### config.mk
export PLATFORM = sky130hd
export DESIGN_NAME = trap_ctrl_flat
export DESIGN_NICKNAME = d
export VERILOG_FILES = /design/src/rtl/trap_ctrl_if.sv /design/src/rtl/trap_ctrl.sv /design/src/flat_wrapper.sv
export SDC_FILE = /design/constraint.sdc
export NUM_CORES = 1
export LEC_CHECK = 0
export ABC_AREA = 1
export BUFFER_PORTS_ARGS = -buffer_cell sky130_fd_sc_hd__buf_2
export CAP_MARGIN = 20
export CORE_UTILIZATION = 55
export CTS_CLUSTER_DIAMETER = 80
export DETAILED_ROUTE_END_ITERATION = 10
export HOLD_SLACK_MARGIN = 0.08
export PLACE_DENSITY = 0.87
export SYNTH_ARGS = -nofsm -noshare
export SYNTH_HDL_FRONTEND = slang
export SYNTH_SLANG_ARGS = --single-unit
### constraint.sdc
create_clock -name clk -period 3.96 [get_ports clk]
set_clock_uncertainty 0.1 [all_clocks]
set_input_delay 0.594 -clock clk [delete_from_list [all_inputs] [get_ports clk]]
set_output_delay 0.594 -clock clk [all_outputs]
set_load 0.02 [all_outputs]
### src/rtl/trap_ctrl_if.sv
// trap_ctrl_if: bundles the trap sequencer's CSR-file, core-status and fetch-redirect signals.
//   master : trap_ctrl side (drives CSR read/write port 2, trap strobe, busy, redirect).
//   slave  : core / CSR file / fetch side (drives status bits, boundary, pc, mret, read data, ready).
interface trap_ctrl_if #(
    parameter int DATA_WIDTH = 64,
    parameter int ADDR_WIDTH = 3
);
    logic                  i_mie_mstatus;
    logic                  i_mtie_mie;
    logic                  i_mtip_mip;
    logic                  i_instr_boundary;
    logic [DATA_WIDTH-1:0] i_pc;
    logic                  i_mret;
    logic [DATA_WIDTH-1:0] i_csr_read_data;
    logic [ADDR_WIDTH-1:0] o_csr_read_addr;
    logic                  o_csr_write_en;
    logic [ADDR_WIDTH-1:0] o_csr_write_addr;
    logic [DATA_WIDTH-1:0] o_csr_write_data;
    logic                  o_timer_int_jump;
    logic                  o_trap_busy;
    logic                  o_redirect_valid;
    logic [DATA_WIDTH-1:0] o_redirect_pc;
    logic                  i_redirect_ready;

    modport master (
        input  i_mie_mstatus, i_mtie_mie, i_mtip_mip, i_instr_boundary, i_pc, i_mret,
               i_csr_read_data, i_redirect_ready,
        output o_csr_read_addr, o_csr_write_en, o_csr_write_addr, o_csr_write_data,
               o_timer_int_jump, o_trap_busy, o_redirect_valid, o_redirect_pc
    );

    modport slave (
        output i_mie_mstatus, i_mtie_mie, i_mtip_mip, i_instr_boundary, i_pc, i_mret,
               i_csr_read_data, i_redirect_ready,
        input  o_csr_read_addr, o_csr_write_en, o_csr_write_addr, o_csr_write_data,
               o_timer_int_jump, o_trap_busy, o_redirect_valid, o_redirect_pc
    );
endinterface

### src/rtl/trap_ctrl.sv
// trap_ctrl: machine-mode timer-interrupt and mret sequencer downstream of the CSR file.
//   clk   : rising-edge clock
//   arstn : asynchronous active-low reset
//   bus   : trap_ctrl_if.master -- CSR status inputs, CSR read/write port 2,
//           MIE-clear strobe, core stall, fetch redirect handshake
module trap_ctrl #(
    parameter int DATA_WIDTH = 64,
    parameter int ADDR_WIDTH = 3,
    parameter logic [DATA_WIDTH-1:0] MCAUSE_TIMER = {1'b1, {(DATA_WIDTH-5){1'b0}}, 4'd7}
) (
    input logic         clk,
    input logic         arstn,
    trap_ctrl_if.master bus
);
    localparam logic [ADDR_WIDTH-1:0] A_MSTATUS = ADDR_WIDTH'(0);
    localparam logic [ADDR_WIDTH-1:0] A_MTVEC   = ADDR_WIDTH'(3);
    localparam logic [ADDR_WIDTH-1:0] A_MCAUSE  = ADDR_WIDTH'(4);
    localparam logic [ADDR_WIDTH-1:0] A_MEPC    = ADDR_WIDTH'(5);
    localparam logic [DATA_WIDTH-1:0] ALIGN     = ~DATA_WIDTH'(3);
    localparam logic [DATA_WIDTH-1:0] VEC_OFF   = DATA_WIDTH'(28);
    localparam logic [DATA_WIDTH-1:0] MIE_BIT   = DATA_WIDTH'(8);

    typedef enum logic [2:0] {IDLE, T_EPC, T_CAUSE, T_VEC, M_STATUS, M_EPC, REDIRECT} state_t;

    state_t                state, state_d;
    logic [DATA_WIDTH-1:0] pc_q, pc_d, rpc_q, rpc_d;
    logic                  pending;

    assign pending = bus.i_mie_mstatus & bus.i_mtie_mie & bus.i_mtip_mip;

    always_ff @(posedge clk or negedge arstn) begin
        if (!arstn) begin
            state <= IDLE;
            pc_q  <= '0;
            rpc_q <= '0;
        end else begin
            state <= state_d;
            pc_q  <= pc_d;
            rpc_q <= rpc_d;
        end
    end

    always_comb begin
        state_d                = state;
        pc_d                   = pc_q;
        rpc_d                  = rpc_q;
        bus.o_csr_read_addr    = '0;
        bus.o_csr_write_en     = 1'b0;
        bus.o_csr_write_addr   = '0;
        bus.o_csr_write_data   = '0;
        bus.o_timer_int_jump   = 1'b0;
        bus.o_redirect_valid   = 1'b0;
        case (state)
            IDLE: begin
                // interrupt wins over a simultaneous mret; the mret re-executes after the handler
                if (bus.i_instr_boundary && pending) begin
                    pc_d    = bus.i_pc & ALIGN;
                    state_d = T_EPC;
                end else if (bus.i_mret) begin
                    state_d = M_STATUS;
                end
            end
            T_EPC: begin
                bus.o_csr_write_en   = 1'b1;
                bus.o_csr_write_addr = A_MEPC;
                bus.o_csr_write_data = pc_q;
                state_d              = T_CAUSE;
            end
            T_CAUSE: begin
                bus.o_csr_write_en   = 1'b1;
                bus.o_csr_write_addr = A_MCAUSE;
                bus.o_csr_write_data = MCAUSE_TIMER;
                bus.o_timer_int_jump = 1'b1;
                bus.o_csr_read_addr  = A_MTVEC;
                state_d              = T_VEC;
            end
            T_VEC: begin
                // only mode 01 is vectored; modes 10/11 fall back to direct
                bus.o_csr_read_addr = A_MTVEC;
                rpc_d   = (bus.i_csr_read_data & ALIGN)
                        + ((bus.i_csr_read_data[1:0] == 2'b01) ? VEC_OFF : '0);
                state_d = REDIRECT;
            end
            M_STATUS: begin
                // single-cycle read-modify-write of mstatus via the combinational read port
                bus.o_csr_read_addr  = A_MSTATUS;
                bus.o_csr_write_en   = 1'b1;
                bus.o_csr_write_addr = A_MSTATUS;
                bus.o_csr_write_data = bus.i_csr_read_data | MIE_BIT;
                state_d              = M_EPC;
            end
            M_EPC: begin
                bus.o_csr_read_addr = A_MEPC;
                rpc_d               = bus.i_csr_read_data & ALIGN;
                state_d             = REDIRECT;
            end
            REDIRECT: begin
                bus.o_redirect_valid = 1'b1;
                state_d              = bus.i_redirect_ready ? IDLE : REDIRECT;
            end
            default: state_d = IDLE;
        endcase
    end

    assign bus.o_trap_busy   = (state != IDLE);
    assign bus.o_redirect_pc = rpc_q;
endmodule

### src/flat_wrapper.sv
// flat-port wrapper written by rule: the top's interface ports become plain ports
module trap_ctrl_flat 
#(
    parameter int DATA_WIDTH = 64,
    parameter int ADDR_WIDTH = 3,
    parameter logic [DATA_WIDTH-1:0] MCAUSE_TIMER = {1'b1, {(DATA_WIDTH-5){1'b0}}, 4'd7}
)
  (clk, arstn, bus_i_mie_mstatus, bus_i_mtie_mie, bus_i_mtip_mip, bus_i_instr_boundary, bus_i_pc, bus_i_mret, bus_i_csr_read_data, bus_i_redirect_ready, bus_o_csr_read_addr, bus_o_csr_write_en, bus_o_csr_write_addr, bus_o_csr_write_data, bus_o_timer_int_jump, bus_o_trap_busy, bus_o_redirect_valid, bus_o_redirect_pc);
  trap_ctrl_if #(.DATA_WIDTH(DATA_WIDTH), .ADDR_WIDTH(ADDR_WIDTH)) bus_i ();
  input logic clk;
  input logic arstn;
  input wire logic [$bits(bus_i.i_mie_mstatus)-1:0] bus_i_mie_mstatus;
  input wire logic [$bits(bus_i.i_mtie_mie)-1:0] bus_i_mtie_mie;
  input wire logic [$bits(bus_i.i_mtip_mip)-1:0] bus_i_mtip_mip;
  input wire logic [$bits(bus_i.i_instr_boundary)-1:0] bus_i_instr_boundary;
  input wire logic [$bits(bus_i.i_pc)-1:0] bus_i_pc;
  input wire logic [$bits(bus_i.i_mret)-1:0] bus_i_mret;
  input wire logic [$bits(bus_i.i_csr_read_data)-1:0] bus_i_csr_read_data;
  input wire logic [$bits(bus_i.i_redirect_ready)-1:0] bus_i_redirect_ready;
  output wire logic [$bits(bus_i.o_csr_read_addr)-1:0] bus_o_csr_read_addr;
  output wire logic [$bits(bus_i.o_csr_write_en)-1:0] bus_o_csr_write_en;
  output wire logic [$bits(bus_i.o_csr_write_addr)-1:0] bus_o_csr_write_addr;
  output wire logic [$bits(bus_i.o_csr_write_data)-1:0] bus_o_csr_write_data;
  output wire logic [$bits(bus_i.o_timer_int_jump)-1:0] bus_o_timer_int_jump;
  output wire logic [$bits(bus_i.o_trap_busy)-1:0] bus_o_trap_busy;
  output wire logic [$bits(bus_i.o_redirect_valid)-1:0] bus_o_redirect_valid;
  output wire logic [$bits(bus_i.o_redirect_pc)-1:0] bus_o_redirect_pc;
  assign bus_i.i_mie_mstatus = bus_i_mie_mstatus;
  assign bus_i.i_mtie_mie = bus_i_mtie_mie;
  assign bus_i.i_mtip_mip = bus_i_mtip_mip;
  assign bus_i.i_instr_boundary = bus_i_instr_boundary;
  assign bus_i.i_pc = bus_i_pc;
  assign bus_i.i_mret = bus_i_mret;
  assign bus_i.i_csr_read_data = bus_i_csr_read_data;
  assign bus_i.i_redirect_ready = bus_i_redirect_ready;
  assign bus_o_csr_read_addr = bus_i.o_csr_read_addr;
  assign bus_o_csr_write_en = bus_i.o_csr_write_en;
  assign bus_o_csr_write_addr = bus_i.o_csr_write_addr;
  assign bus_o_csr_write_data = bus_i.o_csr_write_data;
  assign bus_o_timer_int_jump = bus_i.o_timer_int_jump;
  assign bus_o_trap_busy = bus_i.o_trap_busy;
  assign bus_o_redirect_valid = bus_i.o_redirect_valid;
  assign bus_o_redirect_pc = bus_i.o_redirect_pc;
  trap_ctrl #(.DATA_WIDTH(DATA_WIDTH), .ADDR_WIDTH(ADDR_WIDTH), .MCAUSE_TIMER(MCAUSE_TIMER)) u_core (.clk(clk), .arstn(arstn), .bus(bus_i));
endmodule
==> results.txt <==
DIE AREA - 0.0147 mm2
Die Wd - 121 um
outcome - complete, no violations
endpoints failing setup - 0
Post-CTS Resized - 0
fill count - 1,176
I/O pin cnt - 274
Mapped Area - 0.00782 mm2
num rows - 43
ys flop type - dfrtp_1
largest area contributor in the netlist - dfrtp_1
hold buffer count at cts - 0
commonest cells in the netlist - nand2_1 (351), dfrtp_1 (127), inv_1 (93)
top-count cell post-synth - nand2_1
Critical Path Fanout Max - 32
crit path kind - reg -> out
Clock Sinks - 127
critical path data arrival time - 2.71 ns
overall routing resource usage - 37.9%
leakage - 5.27 nW
Pwr Density - 704 mW/mm2
DRT antenna net count - 0
Max Slew Vio Count - 0
WL/cell - 18.2 um
placer congestion estimate - 1.03
Max stage delay cell, worst path - nand2_1
antenna violations before repair - 3
Worst slew margin - 39.0%
cells along the critical path - nor2_2, nand2_1, buf_4, o21ai_0, buf_2
cts bufs inserted - 17
Syn Area/Cell - 7.47 um2
grt total ovfl - 0
via count - 8,472
Cells after Synth - 1,047
P&R area growth vs syn - 26.5%
Crit path max-delay family - simple AND/OR/NAND/NOR gates
nets@finish - 1,441
Max Buffers Root-to-Sink - 2
layout cells sized above 1 - 30.6%
synth top area cells - dfrtp_1 (41%), nand2_1 (17%), mux2_2 (8.9%)
CP Capture Type - output port
Post CTS Setup Buffer Count - 0
setup tns final - 0 ns
ys async rst share - 100%
vias per cell - 5.65
Unique masters post-synth - 37
HP Class - in -> async
Core Region - 0.0139 mm2
Multi-input gate area - 0.00410 mm2
Peak VDD IR - 0.000538 V
fmax - 294 MHz
Reg clk slew, reported paths - 0.06 ns
first drt pass iteration count - 8
HPWL after DPL - 20.5 mm
Die Y - 121 um
Post-Route WL - 27.3 mm
Tmin final - 3.41 ns
Port Buffer Count - 268
H-tree levels - 4
required time worst endpoint - 3.27 ns
register bit total from synthesis - 127
first-pass GRT wire length - 41.3 mm
clk root buf - clkbuf_16
number of global-route vias before repair - 7,844
First DRT Iteration DRCs - 825
clock latency on the worst-skew pair - 0.42 ns
sequential element share of the synthesized area - 40.6%
YS warnings - 0
CTS tree - yes
Yosys top cell area share - 40.6%
Post-synth EDFFs - 0
worst stage delay on the critical path - 0.62 ns
worst-margin pin slew - 0.913 ns
Hold Fails Final Rpt - 0
Starting Density - 56.3%
total power - 0.00696 W
# Max-Cap Violations - 0
Remaining DRCs - 0
RSZ-0062 raised after global routing - no
Buf/Inv on CP - 2
FF/Latch Area - 0.00318 mm2
final worst-path cycle share - 86.0%
Critical Path Source Type - flip-flop
largest net degree at the start of global routing - 73
power by group:
group          switching [W]  internal (W)
registers           0.000355       0.00190
clock network       0.000629      0.000933
logic                0.00210       0.00105
total                0.00308       0.00388
worst paths after layout:
check	from	endpoint	slack [ns]	depth (start not counted)
min in group clk	bus_i_pc[29]	u_core.pc_q[29]	0.30	2
min	arstn	u_core.pc_q[11]	0.11	1
min reg2reg	u_core.bus.o_redirect_pc[45]	u_core.bus.o_redirect_pc[45]	0.38	2
max	u_core.state[1]	bus_o_csr_write_data[42]	0.55	5
max in group asynchronous	arstn	u_core.bus.o_redirect_pc[55]	2.81	2
max reg2reg	u_core.state[2]	u_core.bus.o_redirect_pc[44]	1.54	11
cell usage in the layout (no fill, tap or decap), types with 5 or more instances in the layout:
| cell | instances |
|---|---|
| clkbuf_16 | 17 |
| buf_2 | 267 |
| inv_1 | 92 |
| nor3_1 | 14 |
| nor2_2 | 6 |
| buf_4 | 6 |
| o21ai_0 | 83 |
| nor2_4 | 6 |
| nand2_1 | 351 |
| nand2_2 | 7 |
| nand3_1 | 71 |
| mux2_2 | 62 |
| nor2_1 | 91 |
| dfrtp_1 | 127 |
| xnor2_1 | 5 |
| xor2_1 | 14 |
| a22o_1 | 7 |
| a32o_1 | 5 |
| nand4_1 | 34 |
stage by stage:
stage               util [%]  std cells  hold slack (ns)  setup slack [ns]  instance area, um2
detailed placement      67.0       1465            0.362              1.09                9290
global route            71.2       1500            0.165             0.396                9890
CTS                     71.2       1497            0.132             0.558                9880
global placement        67.0       1465            0.359              1.14                9290
finish                  71.2       1500            0.113             0.554                9890
floorplan                  -       1049            0.198              1.47                7830
metal layers:
metal	part of all wire [%]	routed length (um)	vias to the layer above	track usage (%)
li1	-	-	3931	-
met1	39	10800	3952	51.5
met3	11	3000	70	7.99
met2	46	12600	519	59.1
met5	0	0	-	0
met4	3.3	906	0	14.6
registers in the layout, summed over array words and instances, names as in the netlist:
name and cells:
u_core.bus.o_redirect_pc 62, u_core.state 3, u_core.pc_q 62
cells by family (layout without fill, tap and decap cells):
group / after synthesis / in the layout / synth area share [%]
other: 1 / 6 / 0.0480
buffers and inverters: 137 / 405 / 7.17
adder cells (fa/ha/maj): 1 / 1 / 0.160
flip-flops: 127 / 127 / 40.6
multiplexers: 62 / 62 / 8.93
AO/OA/AOI/OAI: 107 / 107 / 7.71
XOR/XNOR: 19 / 19 / 2.13
AND/OR/NAND/NOR: 593 / 593 / 33.2
area by class of cell:
type / count / share of cell area, %
antenna: 3 / 0.0759
clock buffer: 17 / 4.30
clock inverter: 15 / 1.62
inverter: 98 / 3.75
multi-input combinational: 785 / 41.5
sequential: 127 / 32.1
tap: 180 / 2.28
timing repair buffer: 275 / 14.4
Power figures use the tool's default switching activity.
